File: src/rtl/gsim_sched.sv
// gsim_sched: sequencer for an iterative (Gauss-Seidel style) linear solver.
// It loads the right-hand side b, sweeps rows through an external PE with a
// fixed issue-to-writeback latency, and tracks the largest per-row update of
// each sweep. It repeats sweeps until that update is within tolerance or the
// sweep limit is hit, then streams the solution x out of the x buffer.
module gsim_sched #(
  parameter int unsigned N        = 16,
  parameter int unsigned MAX_ITER = 100,
  parameter int unsigned LAT      = 3,
  parameter logic [31:0] TOL      = 32'd16
) (
  input  logic        clk,
  input  logic        reset,
  input  logic        in_en,
  output logic        load_en,
  output logic [3:0]  load_idx,
  output logic        pe_issue,
  output logic [3:0]  pe_row,
  output logic        wb_en,
  output logic [3:0]  wb_row,
  input  logic [31:0] x_new,
  input  logic [31:0] x_old,
  output logic [3:0]  rd_idx,
  output logic        out_valid,
  output logic        busy,
  output logic [6:0]  iter_cnt
);

  localparam logic [2:0] S_IDLE  = 3'd0;
  localparam logic [2:0] S_LOAD  = 3'd1;
  localparam logic [2:0] S_CALC  = 3'd2;
  localparam logic [2:0] S_DRAIN = 3'd3;
  localparam logic [2:0] S_OUT   = 3'd4;

  localparam logic [3:0]  LAST_IDX   = 4'(N - 1);
  localparam logic [6:0]  ITER_LIMIT = 7'(MAX_ITER);
  localparam logic [32:0] TOL_W      = {1'b0, TOL};

  logic [2:0]  state_q, state_d;
  logic [3:0]  load_cnt_q, load_cnt_d;
  logic [3:0]  row_cnt_q, row_cnt_d;
  logic [6:0]  iter_q, iter_d;
  logic [32:0] max_delta_q, max_delta_d;
  logic        decide_q, decide_d;

  // Writeback pipeline: stage LAT-1 is the one presented as wb_en/wb_row.
  logic [LAT-1:0]      wb_vld_q, wb_vld_d;
  logic [LAT-1:0][3:0] wb_row_q, wb_row_d;

  logic signed [32:0] diff;
  logic [32:0]        abs_delta;
  logic [6:0]         iter_inc;
  logic               in_fill;

  assign in_fill  = (state_q == S_IDLE) || (state_q == S_LOAD);
  assign iter_inc = iter_q + 7'd1;

  // Output decode; reset gates load_en because in_en is a raw input.
  always_comb begin
    load_en   = in_en & in_fill & ~reset;
    load_idx  = load_cnt_q;
    pe_issue  = (state_q == S_CALC);
    pe_row    = pe_issue ? row_cnt_q : '0;
    wb_en     = wb_vld_q[LAT-1];
    wb_row    = wb_row_q[LAT-1];
    out_valid = (state_q == S_OUT);
    rd_idx    = out_valid ? row_cnt_q : '0;
    busy      = (state_q != S_IDLE);
    iter_cnt  = iter_q;
  end

  // Sign-extend both operands to 33 bits so the difference of any two
  // 32-bit values is exact, then take the magnitude.
  always_comb begin
    diff      = $signed({x_new[31], x_new}) - $signed({x_old[31], x_old});
    abs_delta = diff[32] ? 33'(-diff) : 33'(diff);
  end

  // Shift the issue strobe and row index toward the writeback end.
  always_comb begin
    wb_vld_d    = '0;
    wb_row_d    = '0;
    wb_vld_d[0] = pe_issue;
    wb_row_d[0] = pe_row;
    for (int unsigned i = 1; i < LAT; i++) begin
      wb_vld_d[i] = wb_vld_q[i-1];
      wb_row_d[i] = wb_row_q[i-1];
    end
  end

  // Sequencer: load b, sweep rows, drain, decide, stream results.
  always_comb begin
    state_d     = state_q;
    load_cnt_d  = load_cnt_q;
    row_cnt_d   = row_cnt_q;
    iter_d      = iter_q;
    max_delta_d = max_delta_q;
    decide_d    = decide_q;

    if (wb_en && (abs_delta > max_delta_q)) begin
      max_delta_d = abs_delta;
    end

    case (state_q)
      S_IDLE: begin
        if (in_en) begin
          load_cnt_d = 4'd1;
          iter_d     = '0;
          state_d    = S_LOAD;
        end
      end
      S_LOAD: begin
        if (in_en) begin
          if (load_cnt_q == LAST_IDX) begin
            load_cnt_d  = '0;
            row_cnt_d   = '0;
            iter_d      = '0;
            max_delta_d = '0;
            state_d     = S_CALC;
          end else begin
            load_cnt_d = load_cnt_q + 4'd1;
          end
        end
      end
      S_CALC: begin
        if (row_cnt_q == LAST_IDX) begin
          row_cnt_d = '0;
          state_d   = S_DRAIN;
        end else begin
          row_cnt_d = row_cnt_q + 4'd1;
        end
      end
      S_DRAIN: begin
        // The last row's writeback lands in max_delta_q at the edge after
        // wb_en, so the decision is taken one cycle later.
        if (decide_q) begin
          decide_d = 1'b0;
          iter_d   = iter_inc;
          if (((iter_q != '0) && (max_delta_q <= TOL_W)) ||
              (iter_inc == ITER_LIMIT)) begin
            row_cnt_d = '0;
            state_d   = S_OUT;
          end else begin
            max_delta_d = '0;
            state_d     = S_CALC;
          end
        end else if (wb_en && (wb_row == LAST_IDX)) begin
          decide_d = 1'b1;
        end
      end
      S_OUT: begin
        if (row_cnt_q == LAST_IDX) begin
          row_cnt_d = '0;
          state_d   = S_IDLE;
        end else begin
          row_cnt_d = row_cnt_q + 4'd1;
        end
      end
      default: begin
        state_d = S_IDLE;
      end
    endcase
  end

  // State registers; reset also flushes any in-flight writebacks.
  always_ff @(posedge clk or posedge reset) begin
    if (reset) begin
      state_q     <= S_IDLE;
      load_cnt_q  <= '0;
      row_cnt_q   <= '0;
      iter_q      <= '0;
      max_delta_q <= '0;
      decide_q    <= 1'b0;
      wb_vld_q    <= '0;
      wb_row_q    <= '0;
    end else begin
      state_q     <= state_d;
      load_cnt_q  <= load_cnt_d;
      row_cnt_q   <= row_cnt_d;
      iter_q      <= iter_d;
      max_delta_q <= max_delta_d;
      decide_q    <= decide_d;
      wb_vld_q    <= wb_vld_d;
      wb_row_q    <= wb_row_d;
    end
  end

endmodule

File: config.mk
export PLATFORM = sky130hd
export DESIGN_NAME = gsim_sched
export DESIGN_NICKNAME = d
export VERILOG_FILES = /design/src/rtl/gsim_sched.sv
export SDC_FILE = /design/constraint.sdc
export NUM_CORES = 1
export LEC_CHECK = 0
export ABC_AREA = 1
export BUFFER_PORTS_ARGS = -buffer_cell sky130_fd_sc_hd__buf_4
export CAP_MARGIN = 20
export CORE_MARGIN = 10
export CORE_UTILIZATION = 60
export DETAILED_ROUTE_END_ITERATION = 7
export PLACE_DENSITY_LB_ADDON = 0.12
export SLEW_MARGIN = 30
export SYNTH_ARGS = -nofsm -noshare
export SYNTH_HDL_FRONTEND = slang
export SYNTH_SLANG_ARGS = --single-unit
File: constraint.sdc
create_clock -name clk -period 3.1 [get_ports clk]
set_input_delay 0.93 -clock clk [delete_from_list [all_inputs] [get_ports clk]]
set_output_delay 0.93 -clock clk [all_outputs]
set_load 0.02 [all_outputs]
==> results of run 1 <==
[kinds of logic after synthesis]
family,count (synthesis)
buffers and inverters,324
AOI/OAI and AO/OA,125
DFF,67
and+or+nand+nor,686
xor gates and xnor gates,20
adders and majority gates,71
[synth_stat cells (all sizes together)]
library cell | count | share of area
nand2 | 411 | 0.21
or3 | 1 | 0.00082
nand4 | 22 | 0.018
a41oi | 1 | 0.0011
nor3b | 1 | 0.00098
nand3b | 5 | 0.0049
a21boi | 1 | 0.00098
inv | 307 | 0.15
clkbuf | 6 | 0.0029
o211ai | 3 | 0.0029
o21bai | 2 | 0.0020
nor3 | 11 | 0.0072
o21ai | 48 | 0.031
nand3 | 90 | 0.066
nor4 | 7 | 0.0057
nand2b | 1 | 0.00082
o221ai | 1 | 0.0011
nor2 | 130 | 0.075
a21oi | 63 | 0.042
xor2 | 14 | 0.016
or2 | 3 | 0.0024
a221oi | 1 | 0.0011
o2111ai | 1 | 0.0011
o21a | 2 | 0.0020
dfrtp | 67 | 0.22
o22ai | 2 | 0.0016
fa | 1 | 0.0026
and2 | 3 | 0.0024
xnor2 | 6 | 0.0068
buf | 11 | 0.0099
ha | 70 | 0.11
and3 | 1 | 0.00082
[what timing repair did]
action | CTS
hold buffers | 0
resized for setup | 134
pin swaps | 45
gates cloned | 3
endpoints found under the setup margin | 33
buffers inserted | 33
[layer usage]
| metal | overflow | GRT usage |
|---|---|---|
| met5 | 0 | 0.274 |
| met4 | 5 | 0.590 |
| met3 | 0 | 0.542 |
| met2 | 4 | 0.794 |
| met1 | 0 | 0.595 |
[through the flow]
stage	hold WS [ns]	utilization	setup TNS, ns	setup WS [ns]	instances
detailed placement	0.339	0.797	-68.25	-2.13	1729
floorplan	0.331	-	-46.60	-1.44	1293
CTS	0.350	0.900	-48.33	-1.55	1780
global placement	0.333	0.797	-61.86	-1.94	1729
==> out/metrics.yaml, run 1 <==
outcome:
  status: "did not finish"
  failed_stage: "global routing (5_1_grt)"
  toolErrorMsg: "[ERROR GRT-0232] Routing congestion too high. Check the congestion heatmap in the GUI."
clock_tree:
  clockBufferDepth: 2
  tritoncts_num_sinks: 67
  root_buffer: "clkbuf_16"
  inserted_clock_buffers: 9
  htree_levels: 3
synthesis:
  yosysSeqAreaShare: 0.218
  synth_mux_area_frac: 0
  synth-warning-count: 0
  synth_compound_gate_area_share: 0.0869
  dominant_combinational_cell_family_by_area_after_synthesis: "simple AND/OR/NAND/NOR gates"
  yosys_register_bits: 67
  synthAdderAreaFrac: 0.117
  synth-xor-area-share: 0.0228
  synth_cell_types: 44
  synthesis.area_per_instance_um2: 5.94
  synth.cell_area_um2: 7680
  synth_cells: 1293
  yosys.area_share.simple: 0.392
  synth.net_count: 1431
place:
  numPortBuffers: 94
  dp_hpwl_um: 18700
  post_dp_cell_area_um2: 10000
  gp_routability_congestion: 0.942
grt:
  track_usage: 0.632
  grt_start_max_net_pins: 37
  grt-ovfl-total: 9
die:
  chipWidth_um: 133
  top_level_ports: 95
  initial_core_util: 0.611
  die_h_um: 133
  placementRows: 41
timing:
  grt_repair_worst_endpoint: "max_delta_q[11]$_DFF_PP0_/D"
  endpoint_type: "register input"
==> inputs of run 2 (changes only) <==
--- a/config.mk
+++ b/config.mk
@@ -9,9 +9,9 @@
 export BUFFER_PORTS_ARGS = -buffer_cell sky130_fd_sc_hd__buf_4
 export CAP_MARGIN = 20
 export CORE_MARGIN = 10
-export CORE_UTILIZATION = 60
+export CORE_UTILIZATION = 40
 export DETAILED_ROUTE_END_ITERATION = 7
-export PLACE_DENSITY_LB_ADDON = 0.12
+export PLACE_DENSITY_LB_ADDON = 0.15
 export SLEW_MARGIN = 30
 export SYNTH_ARGS = -nofsm -noshare
 export SYNTH_HDL_FRONTEND = slang
==> run 2 against run 1 <==
Against the previous run: the flow now finishes, with violations (setup timing); area after synthesis is the same; synthesized cell count is the same.
==> out/metrics.yaml, run 2 <==
timing:
  final.setup.worst_slack_ns: -1.59
  period_share: 1.51
  final_max_slew_viol_count: 0
  max_freq_ghz: 0.213
  rsz0062_at_grt: "true"
  slew-limit-headroom: 0.474
  setup_violations: 33
  fin_skew_ns: 0.00817
  finalHoldViolCount: 0
  tightest_slew_ns: 0.781
  post-route-min-period_ns: 4.69
clock_tree:
  worstSkewPairLatency_ns: 0.34
  tritoncts_num_sinks: 67
  inserted_clock_buffers: 9
  htree_levels: 3
  clockBufferDepth: 2
  clkSlewWorstSetupHoldPaths_ns: 0.06
  root_buffer: "clkbuf_16"
  tritoncts: "yes"
setup_path:
  critical_path_end_type: "flop"
  slowest_stage: "fa_2"
  worst-r2r-cell-count: 14
  worstSetupStartpointType: "input port"
  worst_setup_path_endpoint: "max_delta_q[31]"
  maximum_fanout_along_the_worst_path: 6
  worst_path_most_repeated_cell: "nand3_2"
  reg2reg_setup_slack_ns: 0.64
  crit_path_max_incr_delay_ns: 0.60
  worstReg2RegStart: "max_delta_q[2]"
  cp.required_ns: 3.36
  worstSetupPathType: "in2reg"
  worstReg2RegEnd: "max_delta_q[31]"
  timing_startpoint_of_the_critical_path: "x_new[0]"
  cp_data_arrival_time_ns: 4.95
place:
  post_dp_cell_area_um2: 10300
  dp_hpwl_um: 18500
  numPortBuffers: 94
  gp_routability_congestion: 0.896
  placedCellCount: 1815
hold_path:
  holdCritPathClass: "reg2reg"
  hp-start: "wb_row_d[4]"
synthesis:
  synth_top_cell_by_area: "dfrtp_1"
  synth_most_common_cell: "nand2_1"
  postSynth.topFlopCell: "dfrtp_1"
  edff_count_synth: 0
  synth-warning-count: 0
  synth_top_cells_by_count: "nand2_1, inv_1, nor2_1"
  synth_cells: 1293
  ffs_w_async_s_r_synth: 1.00
  yosys_register_bits: 67
  synth_area_leaders: "dfrtp_1, nand2_1, inv_1, ha_1, nor2_1"
  synth.net_count: 1431
  synth_cell_types: 44
  synth.cell_area_um2: 7680
  synthesis.area_per_instance_um2: 5.94
  synthDominantCellAreaShare: 0.218
  yosysSeqAreaShare: 0.218
die:
  placementRows: 50
  die_h_um: 159
  top_level_ports: 95
  core_area_um2: 18800
  chipWidth_um: 159
  initial_core_util: 0.409
  floorplan.die_area_um2: 25100
routing:
  met3_length_um: 1140
  initialDrtViolationCount: 458
  routed.top_layer: "met4"
  avgRoutedWirePerCell_um: 13.3
  totalWireLength_um: 24700
  drt-pass1-iter-count: 5
  drc: 0
  final_antenna_net_count: 0
  dr_total_vias: 8895
  wl_met2_um: 12300
  route.detailed.vias_per_inst: 4.79
  detail_route.wirelength.met1_um: 11100
outcome:
  status: "complete, but fails checks"
  violations: "setup timing"
grt:
  grt-ovfl-total: 0
  antenna_found_initial: 0
  grt_start_max_net_pins: 68
  track_usage: 0.192
  grt_pass1_wl_um: 40000
  first_global_vias: 8776
cells_and_area:
  stdcell_count: 1858
  layout.cells.most_common_list: "nand2_1, buf_4, inv_1, nor2_1, nand2_2"
  finalNetCount: 1757
  syn2layout_area_growth_pct: 54.1
  final_area_um2: 11800
  regMostFlops: "max_delta_q"
  most_common_cell_after_layout_fill_and_taps_aside: "nand2_1"
  diodes: 0
  final_layout_size_suffix_gt1_frac: 0.362
  largest_register_ffs: 33
power_and_ir_drop:
  power.density_nw_per_um2: 611
  worst_ir_drop_vdd_mv: 0.406
  leakagePower_nw: 6.68
flow_run:
  maxCapViolCount: 0
run 2: worst max-delay path: cells and delay by family:
kind            cells  cell delay, ns
compound gates      3            0.56
fa+ha+maj           4            1.13
buf+inv             6            0.57
simple gates       16            1.75
run 2: through the flow:
stage                     setup WS, ns  power [mW]  TNS, ns  hold WS [ns]   util
final                            -1.59        7.22   -50.65         0.347  0.630
after global routing             -1.88        7.79   -59.71         0.354  0.630
after CTS                        -1.48        6.64   -46.92         0.349  0.597
after detailed placement         -2.07        5.04   -66.47         0.336  0.549
after global placement           -2.00        4.95   -63.90         0.332  0.549
after floorplan                  -1.44        3.61   -46.60         0.331      -
run 2: cell type report:
type | count | area (um^2)
clock buffer | 10 | 239
clock inverter | 6 | 88.8
fill | 1756 | 6940
inverter | 307 | 1170
multi-input combinational | 902 | 5670
sequential | 67 | 1680
tap | 234 | 293
timing repair buffer | 332 | 2700
run 2: kinds of logic after synthesis:
| group | Yosys count | synth area share |
|---|---|---|
| flip-flops | 67 | 0.218 |
| buffers and inverters | 324 | 0.163 |
| AO/OA/AOI/OAI | 125 | 0.0869 |
| AND/OR/NAND/NOR | 686 | 0.392 |
| XOR/XNOR | 20 | 0.0228 |
| adder cells (fa/ha/maj) | 71 | 0.117 |
run 2: worst min-delay path by stage:
stage               cells after the start           to  slack (ns)
finish                                  0  wb_row_d[8]        0.35
global route                            0    wb_row[0]        0.35
CTS                                     0  wb_row_d[8]        0.35
detailed placement                      0  wb_row_d[8]        0.34
global placement                        0  wb_vld_q[1]        0.33
floorplan                               0    wb_row[0]        0.33
run 2: per-layer routing:
layer  GRT usage  vias up
met5           0        -
met4      0.0375        0
met3      0.0270       26
met2       0.338      194
met1       0.244     4049
li1            -     4626
run 2: power breakdown:
part           internal, mW  leakage [nW]  switching (mW)  total [mW]
Combinational          2.12          5.63            2.73        4.85
Clock                 0.726         0.155           0.397        1.12
Sequential             1.12         0.895           0.132        1.25
Total                  3.96          6.68            3.26        7.22
run 2: what timing repair did:
action / 4_1_cts / 5_1_grt
hold buffers: 0 / 0
gates cloned: 3 / 2
setup buffers: 13 / 9
setup endpoints to repair: 33 / 33
pin swaps: 28 / 34
hold endpoints to repair: 0 / 0
gates resized for setup: 93 / 113
No activity file was read; power rests on OpenSTA's default activity.
==> inputs of run 3 (changes only) <==
==> constraint.sdc (replaced) <==
create_clock -name clk -period 6.05 [get_ports clk]
set_input_delay 1.815 -clock clk [delete_from_list [all_inputs] [get_ports clk]]
set_output_delay 1.815 -clock clk [all_outputs]
set_load 0.02 [all_outputs]
==> run 3 against run 2 <==
Against the previous run: the flow now finishes without violations; die area unchanged; power shrank 60%; sequential power decreased by 49%; count of clock-buffer cells in the layout fell by 1; cell count down 12%; hold slack better by 0.0018 ns; critical path type unchanged; largest power group unchanged.
==> out/metrics.yaml, run 3 (same netlist as run 2, synthesis figures left out) <==
place:
  dp_hpwl_um: 17700
  post_dp_cell_area_um2: 8730
  placedCellCount: 1622
  gp_routability_congestion: 0.856
  numPortBuffers: 94
setup_path:
  crit_path_max_incr_delay_ns: 0.53
  slowest_stage: "fa_1"
  worstSetupStartpointType: "input port"
  cp_data_arrival_time_ns: 5.95
  cp.required_ns: 6.27
  maximum_fanout_along_the_worst_path: 10
  worstSetupPathType: "in2reg"
  worst_path_most_repeated_cell: "nand2_1"
  critical_path_end_type: "flop"
hold_path:
  holdCritPathClass: "reg2reg"
power_and_ir_drop:
  leakagePower_nw: 5.46
  report.power.total_mw: 2.85
  power.density_nw_per_um2: 313
  worst_ir_drop_vdd_mv: 0.131
die:
  placementRows: 50
  top_level_ports: 95
  die_h_um: 159
  chipWidth_um: 159
  core_area_um2: 18800
  floorplan.die_area_um2: 25100
  initial_core_util: 0.409
grt:
  grt_pass1_wl_um: 34700
  antenna_found_initial: 0
  grt_start_max_net_pins: 44
  track_usage: 0.168
  grt-ovfl-total: 0
  first_global_vias: 7356
cells_and_area:
  layout.cells.most_common_list: "nand2_1, inv_1, nor2_1, buf_4, nand3_1"
  syn2layout_area_growth_pct: 18.7
  finalNetCount: 1537
  stdcell_count: 1638
  regMostFlops: "max_delta_q"
  final_layout_size_suffix_gt1_frac: 0.144
  most_common_cell_after_layout_fill_and_taps_aside: "nand2_1"
  final_area_um2: 9120
  largest_register_ffs: 33
  diodes: 0
timing:
  post-route-min-period_ns: 5.73
  setup_total_negative_slack_ns: 0
  finalHoldViolCount: 0
  max_freq_ghz: 0.175
  final_max_slew_viol_count: 0
  slew-limit-headroom: 0.529
  fin_skew_ns: 0.00598
  period_share: 0.947
  setup_violations: 0
  tightest_slew_ns: 0.699
clock_tree:
  clockBufferDepth: 2
  tritoncts_num_sinks: 67
  inserted_clock_buffers: 9
  tritoncts: "yes"
  root_buffer: "clkbuf_16"
  htree_levels: 3
  clkSlewWorstSetupHoldPaths_ns: 0.06
  worstSkewPairLatency_ns: 0.33
routing:
  initialDrtViolationCount: 422
  final_antenna_net_count: 0
  route.detailed.vias_per_inst: 4.76
  avgRoutedWirePerCell_um: 12.7
  dr_total_vias: 7791
  totalWireLength_um: 20800
  drt-pass1-iter-count: 7
  drc: 0
flow_run:
  maxCapViolCount: 0
outcome:
  status: "complete, no violations"
## run 3: layout make-up
cell class | instances | area, um^2
Timing Repair Buffer | 112 | 865
Fill cell | 2048 | 9650
Multi-Input combinational cell | 902 | 4800
Clock inverter | 7 | 101
Clock buffer | 9 | 225
Inverter | 307 | 1150
Tap cell | 234 | 293
Sequential cell | 67 | 1680
## run 3: worst paths after layout
| path | start | end | cells after the start | slack (ns) |
|---|---|---|---|---|
| worst max-delay path | x_new[0] | max_delta_q[26] | 29 | 0.32 |
| worst min-delay path | wb_row_d[5] | wb_row_d[9] | 0 | 0.35 |
| worst max register to register | state_q[0] | max_delta_q[1] | 18 | 3.36 |
| worst min register to register | wb_row_d[5] | wb_row_d[9] | 0 | 0.35 |
| max in group asynchronous | reset | row_cnt_q[0] | 3 | 3.58 |
| min in group asynchronous | reset | load_idx[1] | 2 | 1.53 |
## run 3: repair_timing
item | CTS | global route
setup endpoints to repair | 0 | 33
hold buffers | 0 | 0
gates resized for setup | 0 | 14
hold endpoints to repair | 0 | 0
buffers inserted | 0 | 0
## run 3: layer usage
metal,vias up,track usage,routed length [um]
met5,-,0,0
met3,17,0.0237,951
met4,0,0.0318,231
met2,157,0.281,9670
li1,4179,-,-
met1,3438,0.225,9990
## run 3: worst max-delay path, delay by kind of cell
family                   cells  cell delay, ns
AND/OR/NAND/NOR             18            2.24
adder cells (fa/ha/maj)      4            1.24
buffers and inverters        6            0.56
AO/OA/AOI/OAI                1            0.06
## run 3: metrics by stage
step	hold WS, ns	util	setup slack, ns
after detailed placement	0.335	0.465	-0.0166
after CTS	0.349	0.482	0.327
after global routing	0.356	0.486	-0.0849
after global placement	0.333	0.465	0.0449
after floorplan	0.331	-	0.348
final	0.348	0.486	0.321
## run 3: power breakdown
part           switching [mW]  internal (mW)
Clock                   0.208          0.363
Sequential             0.0578          0.575
Combinational            1.07          0.584
Total                    1.33           1.52
